File: config.mk
export PLATFORM = sky130hd
export DESIGN_NAME = tt_um_param_log_fpm_flat
export DESIGN_NICKNAME = d
export VERILOG_FILES = /design/src/rtl/tt_um_param_log_fpm_if.sv /design/src/rtl/tt_um_param_log_fpm.sv /design/src/flat_wrapper.sv
export SDC_FILE = /design/constraint.sdc
export NUM_CORES = 1
export LEC_CHECK = 0
export CORE_ASPECT_RATIO = 0.8
export CORE_UTILIZATION = 55
export DETAILED_ROUTE_END_ITERATION = 16
export GPL_TIMING_DRIVEN = 0
export PLACE_DENSITY = 0.76
export RECOVER_POWER = 100
export SLEW_MARGIN = 20
export SYNTH_ARGS = -nofsm -noshare
export SYNTH_HDL_FRONTEND = slang
export SYNTH_SLANG_ARGS = --single-unit
export TNS_END_PERCENT = 50
File: constraint.sdc
create_clock -name clk -period 8.2 [get_ports clk]
set_input_delay 1.64 -clock clk [delete_from_list [all_inputs] [get_ports clk]]
set_output_delay 1.64 -clock clk [all_outputs]
set_load 0.005 [all_outputs]
File: src/rtl/tt_um_param_log_fpm_if.sv
// TinyTapeout tile pins for the byte-serial FP multiplier, bundled so the
// tile and its driver share one connection point.
interface tt_um_param_log_fpm_if;
  logic       ena;
  logic [7:0] ui_in;
  logic [7:0] uio_in;
  logic [7:0] uo_out;
  logic [7:0] uio_out;
  logic [7:0] uio_oe;

  modport master (output ena, ui_in, uio_in, input uo_out, uio_out, uio_oe);
  modport slave  (input ena, ui_in, uio_in, output uo_out, uio_out, uio_oe);
endinterface

File: src/rtl/tt_um_param_log_fpm.sv
// Byte-serial FP multiplier with parametrised field split: loads A then B
// LSB first, multiplies in one cycle (Mitchell or exact-truncated), streams result.
module tt_um_param_log_fpm #(
  parameter int EW = 5,
  parameter int MW = 10
) (
  input logic clk,
  input logic rst_n,
  tt_um_param_log_fpm_if.slave bus
);
  localparam int W    = 1 + EW + MW;
  localparam int NB   = W / 8;
  localparam int BIAS = (1 << (EW - 1)) - 1;
  localparam logic [2:0] LAST_IN  = 3'(2 * NB - 1);
  localparam logic [2:0] LAST_OUT = 3'(NB - 1);

  typedef enum logic [1:0] {LOAD, CALC, SEND} state_t;

  state_t         state;
  logic [2:0]     cnt;
  logic [2*W-1:0] opnd;
  logic           mode_r;
  logic [W-1:0]   res, res_n;
  logic           ovf, unf, zero, ovf_n, unf_n, zero_n;

  logic in_valid, out_ready, mode, in_load, in_send;
  assign in_valid  = bus.uio_in[0];
  assign out_ready = bus.uio_in[1];
  assign mode      = bus.uio_in[2];
  assign in_load   = (state == LOAD);
  assign in_send   = (state == SEND);

  logic [W-1:0]      a, b;
  logic              so;
  logic [EW-1:0]     ea, eb;
  logic [MW-1:0]     fa, fb, fo;
  logic [MW:0]       sum;
  logic [2*MW+1:0]   prod;
  logic              c;
  logic signed [EW+1:0] e;

  always_comb begin
    a    = opnd[W-1:0];
    b    = opnd[2*W-1:W];
    so   = a[W-1] ^ b[W-1];
    ea   = a[W-2:MW];
    eb   = b[W-2:MW];
    fa   = a[MW-1:0];
    fb   = b[MW-1:0];
    sum  = {1'b0, fa} + {1'b0, fb};
    prod = {{MW{1'b0}}, 1'b1, fa} * {{MW{1'b0}}, 1'b1, fb};
    if (mode_r) begin
      c  = prod[2*MW+1];
      fo = c ? prod[2*MW:MW+1] : prod[2*MW-1:MW];
    end else begin
      c  = sum[MW];
      fo = sum[MW-1:0];
    end
    // Two guard bits keep the biased sum signed and overflow-free for every EW.
    e = $signed({2'b00, ea}) + $signed({2'b00, eb})
      - $signed((EW+2)'(BIAS)) + $signed((EW+2)'(c));
    res_n  = {so, {(W-1){1'b0}}};
    ovf_n  = 1'b0;
    unf_n  = 1'b0;
    zero_n = 1'b0;
    if (ea == '0 || eb == '0) zero_n = 1'b1;
    else if (e[EW+1] || e == '0) unf_n = 1'b1;
    else if (e[EW]) begin
      ovf_n = 1'b1;
      res_n = {so, {(W-1){1'b1}}};
    end else res_n = {so, e[EW-1:0], fo};
  end

  always_ff @(posedge clk) begin
    if (!rst_n) begin
      state  <= LOAD;
      cnt    <= '0;
      opnd   <= '0;
      mode_r <= 1'b0;
      res    <= '0;
      ovf    <= 1'b0;
      unf    <= 1'b0;
      zero   <= 1'b0;
    end else if (bus.ena) begin
      unique case (state)
        LOAD: if (in_valid) begin
          for (int i = 0; i < 2 * NB; i++)
            if (cnt == 3'(i)) opnd[i*8 +: 8] <= bus.ui_in;
          if (cnt == LAST_IN) begin
            mode_r <= mode;
            cnt    <= '0;
            state  <= CALC;
          end else cnt <= cnt + 3'd1;
        end
        CALC: begin
          res   <= res_n;
          ovf   <= ovf_n;
          unf   <= unf_n;
          zero  <= zero_n;
          state <= SEND;
        end
        SEND: if (out_ready) begin
          if (cnt == LAST_OUT) begin
            cnt   <= '0;
            state <= LOAD;
          end else cnt <= cnt + 3'd1;
        end
        default: state <= LOAD;
      endcase
    end
  end

  logic [7:0] out_byte;
  always_comb begin
    out_byte = '0;
    for (int i = 0; i < NB; i++)
      if (in_send && cnt == 3'(i)) out_byte = res[i*8 +: 8];
  end

  assign bus.uo_out  = out_byte;
  assign bus.uio_out = {zero & in_send, unf & in_send, ovf & in_send,
                        in_send, in_load, 3'b000};
  assign bus.uio_oe  = 8'b1111_1000;

  logic unused_bits;
  assign unused_bits = &{1'b0, bus.uio_in[7:3], prod[MW-1:0]};
endmodule
File: src/flat_wrapper.sv
// flat-port wrapper written by rule: the top's interface ports become plain ports
module tt_um_param_log_fpm_flat 
#(
  parameter int EW = 5,
  parameter int MW = 10
)
  (clk, rst_n, bus_ena, bus_ui_in, bus_uio_in, bus_uo_out, bus_uio_out, bus_uio_oe);
  tt_um_param_log_fpm_if bus_i ();
  input logic clk;
  input logic rst_n;
  input wire logic [$bits(bus_i.ena)-1:0] bus_ena;
  input wire logic [$bits(bus_i.ui_in)-1:0] bus_ui_in;
  input wire logic [$bits(bus_i.uio_in)-1:0] bus_uio_in;
  output wire logic [$bits(bus_i.uo_out)-1:0] bus_uo_out;
  output wire logic [$bits(bus_i.uio_out)-1:0] bus_uio_out;
  output wire logic [$bits(bus_i.uio_oe)-1:0] bus_uio_oe;
  assign bus_i.ena = bus_ena;
  assign bus_i.ui_in = bus_ui_in;
  assign bus_i.uio_in = bus_uio_in;
  assign bus_uo_out = bus_i.uo_out;
  assign bus_uio_out = bus_i.uio_out;
  assign bus_uio_oe = bus_i.uio_oe;
  tt_um_param_log_fpm #(.EW(EW), .MW(MW)) u_core (.clk(clk), .rst_n(rst_n), .bus(bus_i));
endmodule
==> metrics.txt <==
max-slew violation count=0; headroom to the max-slew limit=0.553; TritonCTS clock tree=yes; worst skew pair latency=0.33 ns; total global routing overflow=0; result of the run=finished, final reports clean; average footprint of a synthesized cell=8.61 um2; Horiz. Die Dim=129 um; # Post-CTS Setup Buffers=0; final routed DRC violation total=0; number of buffers added on ports=26; top-level port count=43; global-route wire length before repair=29400 um; Data required, critical path=8.45 ns; vertical die dimension=104 um; multi-input logic area=0.00527 mm2; busiest layer in global routing=met1; unique cell type count in the Yosys netlist=67; post-route core utilization=0.641; leading cell type in the layout, fill and taps excluded=sky130_fd_sc_hd__inv_1; type of the most critical hold path=reg -> reg; post-place setup slack=0.383 ns; number of antenna diodes=0; setup slack after layout=0.474 ns; startpoint class of the critical path=flip-flop; CP Capture Type=flip-flop; Final period util=0.942; register area share after synthesis=0.161; cell at the root of the clock tree=sky130_fd_sc_hd__clkbuf_16; area added between synthesis and finish=11.9%; CP max-delay cell=sky130_fd_sc_hd__fa_1; wire per inst=16.6 um; most frequent cells in the layout=sky130_fd_sc_hd__inv_1 (128), sky130_fd_sc_hd__fa_1 (81), sky130_fd_sc_hd__nand2_1 (79), sky130_fd_sc_hd__ha_1 (79), sky130_fd_sc_hd__nor2_1 (63); average via count per standard cell=5.54; Initial Util=0.573; HPWL after DPL=14000 um; Power Density=98.0 mW/mm2; commonest register cell after synthesis=sky130_fd_sc_hd__dfxtp_1; Worst VDD drop=0.000105 V; Final Critical Period=7.73 ns; count of routing violations after the opening detailed-route iteration=541; maximum clock frequency=129 MHz; Core Area=0.0124 mm2; max-cap violations=0; Layout Cell Area excl Fill=0.00794 mm2; number of filler instances in the final layout=1076; capture point of the worst path=u_core.res[14]$_SDFFE_PN0P_; Final Instance Count excl. Fillers=1047; Most common cell on crit path=sky130_fd_sc_hd__fa_1; critical-path maximum fanout=10; share of cells above drive strength 1=0.0765; routed vias=5802; number of cells in the design after placement=1031; setup TNS=0 ns; number of global-route vias before repair=5750; met1 capacity usage during global routing=0.430; post-cts hold buffer count=0; slew at the pin with the worst max-slew slack=0.661 ns; overall routing resource usage=0.285; Register-to-Register Setup Slack=0.47 ns; total clock sinks=57; nets@finish=1050; H-tree depth reported by CTS=3; terminus of the critical flop-to-flop path=u_core.res[14]$_SDFFE_PN0P_; die area=0.0134 mm2; setup repair after global routing missed its margin=no; Global Route met2 Usage=0.425; final worst clock skew=0.00683 ns; Sequential Area=0.00114 mm2; Synthesis Warnings=0; number of cells on the worst reg-to-reg path=31; total wire length after detailed routing=17300 um; pin count of the biggest net entering global routing=13; total chip power=0.779 mW; highest cell delay on the worst timing path=0.54 ns; number of antenna violations at the first check in global routing=0; post-cts resize count=0; Detailed Routing Iterations Pass 1=5; Max clock buf depth=2; met3 track demand over resource=0.0532; Setup CP Type=reg -> reg; worst hold path depth=2; dpl cell area=0.00762 mm2; FP Rows=36; cell area after synthesis=0.00710 mm2; Crit path arrival time=7.98 ns; number of nets with antenna violations after detailed routing=0; clk slew on worst S/H paths=0.05 ns; worst hold-check slack=0.453 ns; cell leakage power=4.02 nW; critical path startpoint=u_core.opnd[5]$_SDFFE_PN0P_; Hold Fails Final Rpt=0; number of instances in the synthesized netlist=824; number of buffers added by the clock tree synthesis step=9; startpoint of the worst-slack reg-to-reg timing path=u_core.opnd[5]$_SDFFE_PN0P_; number of synthesized flops with an enable pin=0; weighted congestion reported at the end of routability-driven placement=0.912; final setup violation count=0; fraction of registers with async set/reset=0; flip-flop and latch count after synthesis=57
## critical path, delay by kind of cell (launching register included)
kind / cells / cell delay [ns]
compound gates: 7 / 1.42
flops: 1 / 0.34
xor+xnor: 1 / 0.24
fa+ha+maj: 8 / 3.14
simple gates: 7 / 1.02
buf+inv: 8 / 1.46
## final cells by class
| class | instances | share of cell area |
|---|---|---|
| Inverter | 130 | 0.0614 |
| Buffer | 46 | 0.0313 |
| Sequential cell | 57 | 0.144 |
| Multi-Input combinational cell | 600 | 0.664 |
| Clock inverter | 5 | 0.0101 |
| Clock buffer | 11 | 0.0293 |
| Tap cell | 171 | 0.0269 |
| Timing Repair Buffer | 27 | 0.0334 |
## metal layers
layer  wire length [um]  share of wire
met1               8240           0.48
met4                240          0.014
met5                  0              0
met2               7420           0.43
met3               1440          0.083
## worst min path at each step
stage	to	start
6_report	u_core.res[9]$_SDFFE_PN0P_	u_core.res[9]$_SDFFE_PN0P_
3_5_place_dp	u_core.res[10]$_SDFFE_PN0P_	u_core.res[10]$_SDFFE_PN0P_
3_3_place_gp	u_core.res[10]$_SDFFE_PN0P_	u_core.res[10]$_SDFFE_PN0P_
4_1_cts	u_core.res[10]$_SDFFE_PN0P_	u_core.res[10]$_SDFFE_PN0P_
2_1_floorplan	u_core.res[6]$_SDFFE_PN0P_	u_core.res[6]$_SDFFE_PN0P_
5_1_grt	u_core.res[11]$_SDFFE_PN0P_	u_core.res[11]$_SDFFE_PN0P_
## registers in the layout (all words and copies together) (netlist names)
register,cells
u_core.opnd,32
u_core.res,16
u_core.cnt,3
u_core.state,2
u_core.mode_r,1
u_core.ovf,1
u_core.unf,1
u_core.zero,1
## where the power goes
part	switching, mW	internal [mW]
Combinational	0.0574	0.0372
Clock	0.132	0.265
Sequential	0.00526	0.282
Total	0.194	0.584
## Yosys cell counts, drive strengths merged (3+ instances only)
cell | number | area [um2]
a211oi | 8 | 60.1
a21o | 10 | 75.1
a21oi | 44 | 220
a221oi | 3 | 32.5
a22o | 9 | 80.1
a22oi | 4 | 30.0
a31oi | 6 | 37.5
and2 | 44 | 279
and3 | 3 | 20.0
buf | 18 | 129
clkbuf | 28 | 106
dfxtp | 57 | 1140
fa | 81 | 1620
ha | 79 | 988
inv | 129 | 484
mux2 | 3 | 33.8
mux2i | 29 | 290
nand2 | 79 | 297
nand2b | 5 | 31.3
nand3 | 16 | 85.1
nor2 | 63 | 236
nor2b | 3 | 18.8
nor3 | 14 | 70.1
o211ai | 8 | 78.8
o21ai | 21 | 105
xnor2 | 13 | 133
xor2 | 12 | 124
## logic make-up after synthesis
family                     after synthesis  share of synthesized area
DFF                                     57                      0.161
and+or+nand+nor                        245                      0.165
adders and majority gates              160                      0.368
xor gates and xnor gates                25                     0.0361
muxes                                   32                     0.0457
other                                    2                    0.00106
AOI/OAI and AO/OA                      127                      0.121
buffers and inverters                  176                      0.102
Note: power is estimated with default switching activity, not from simulation.
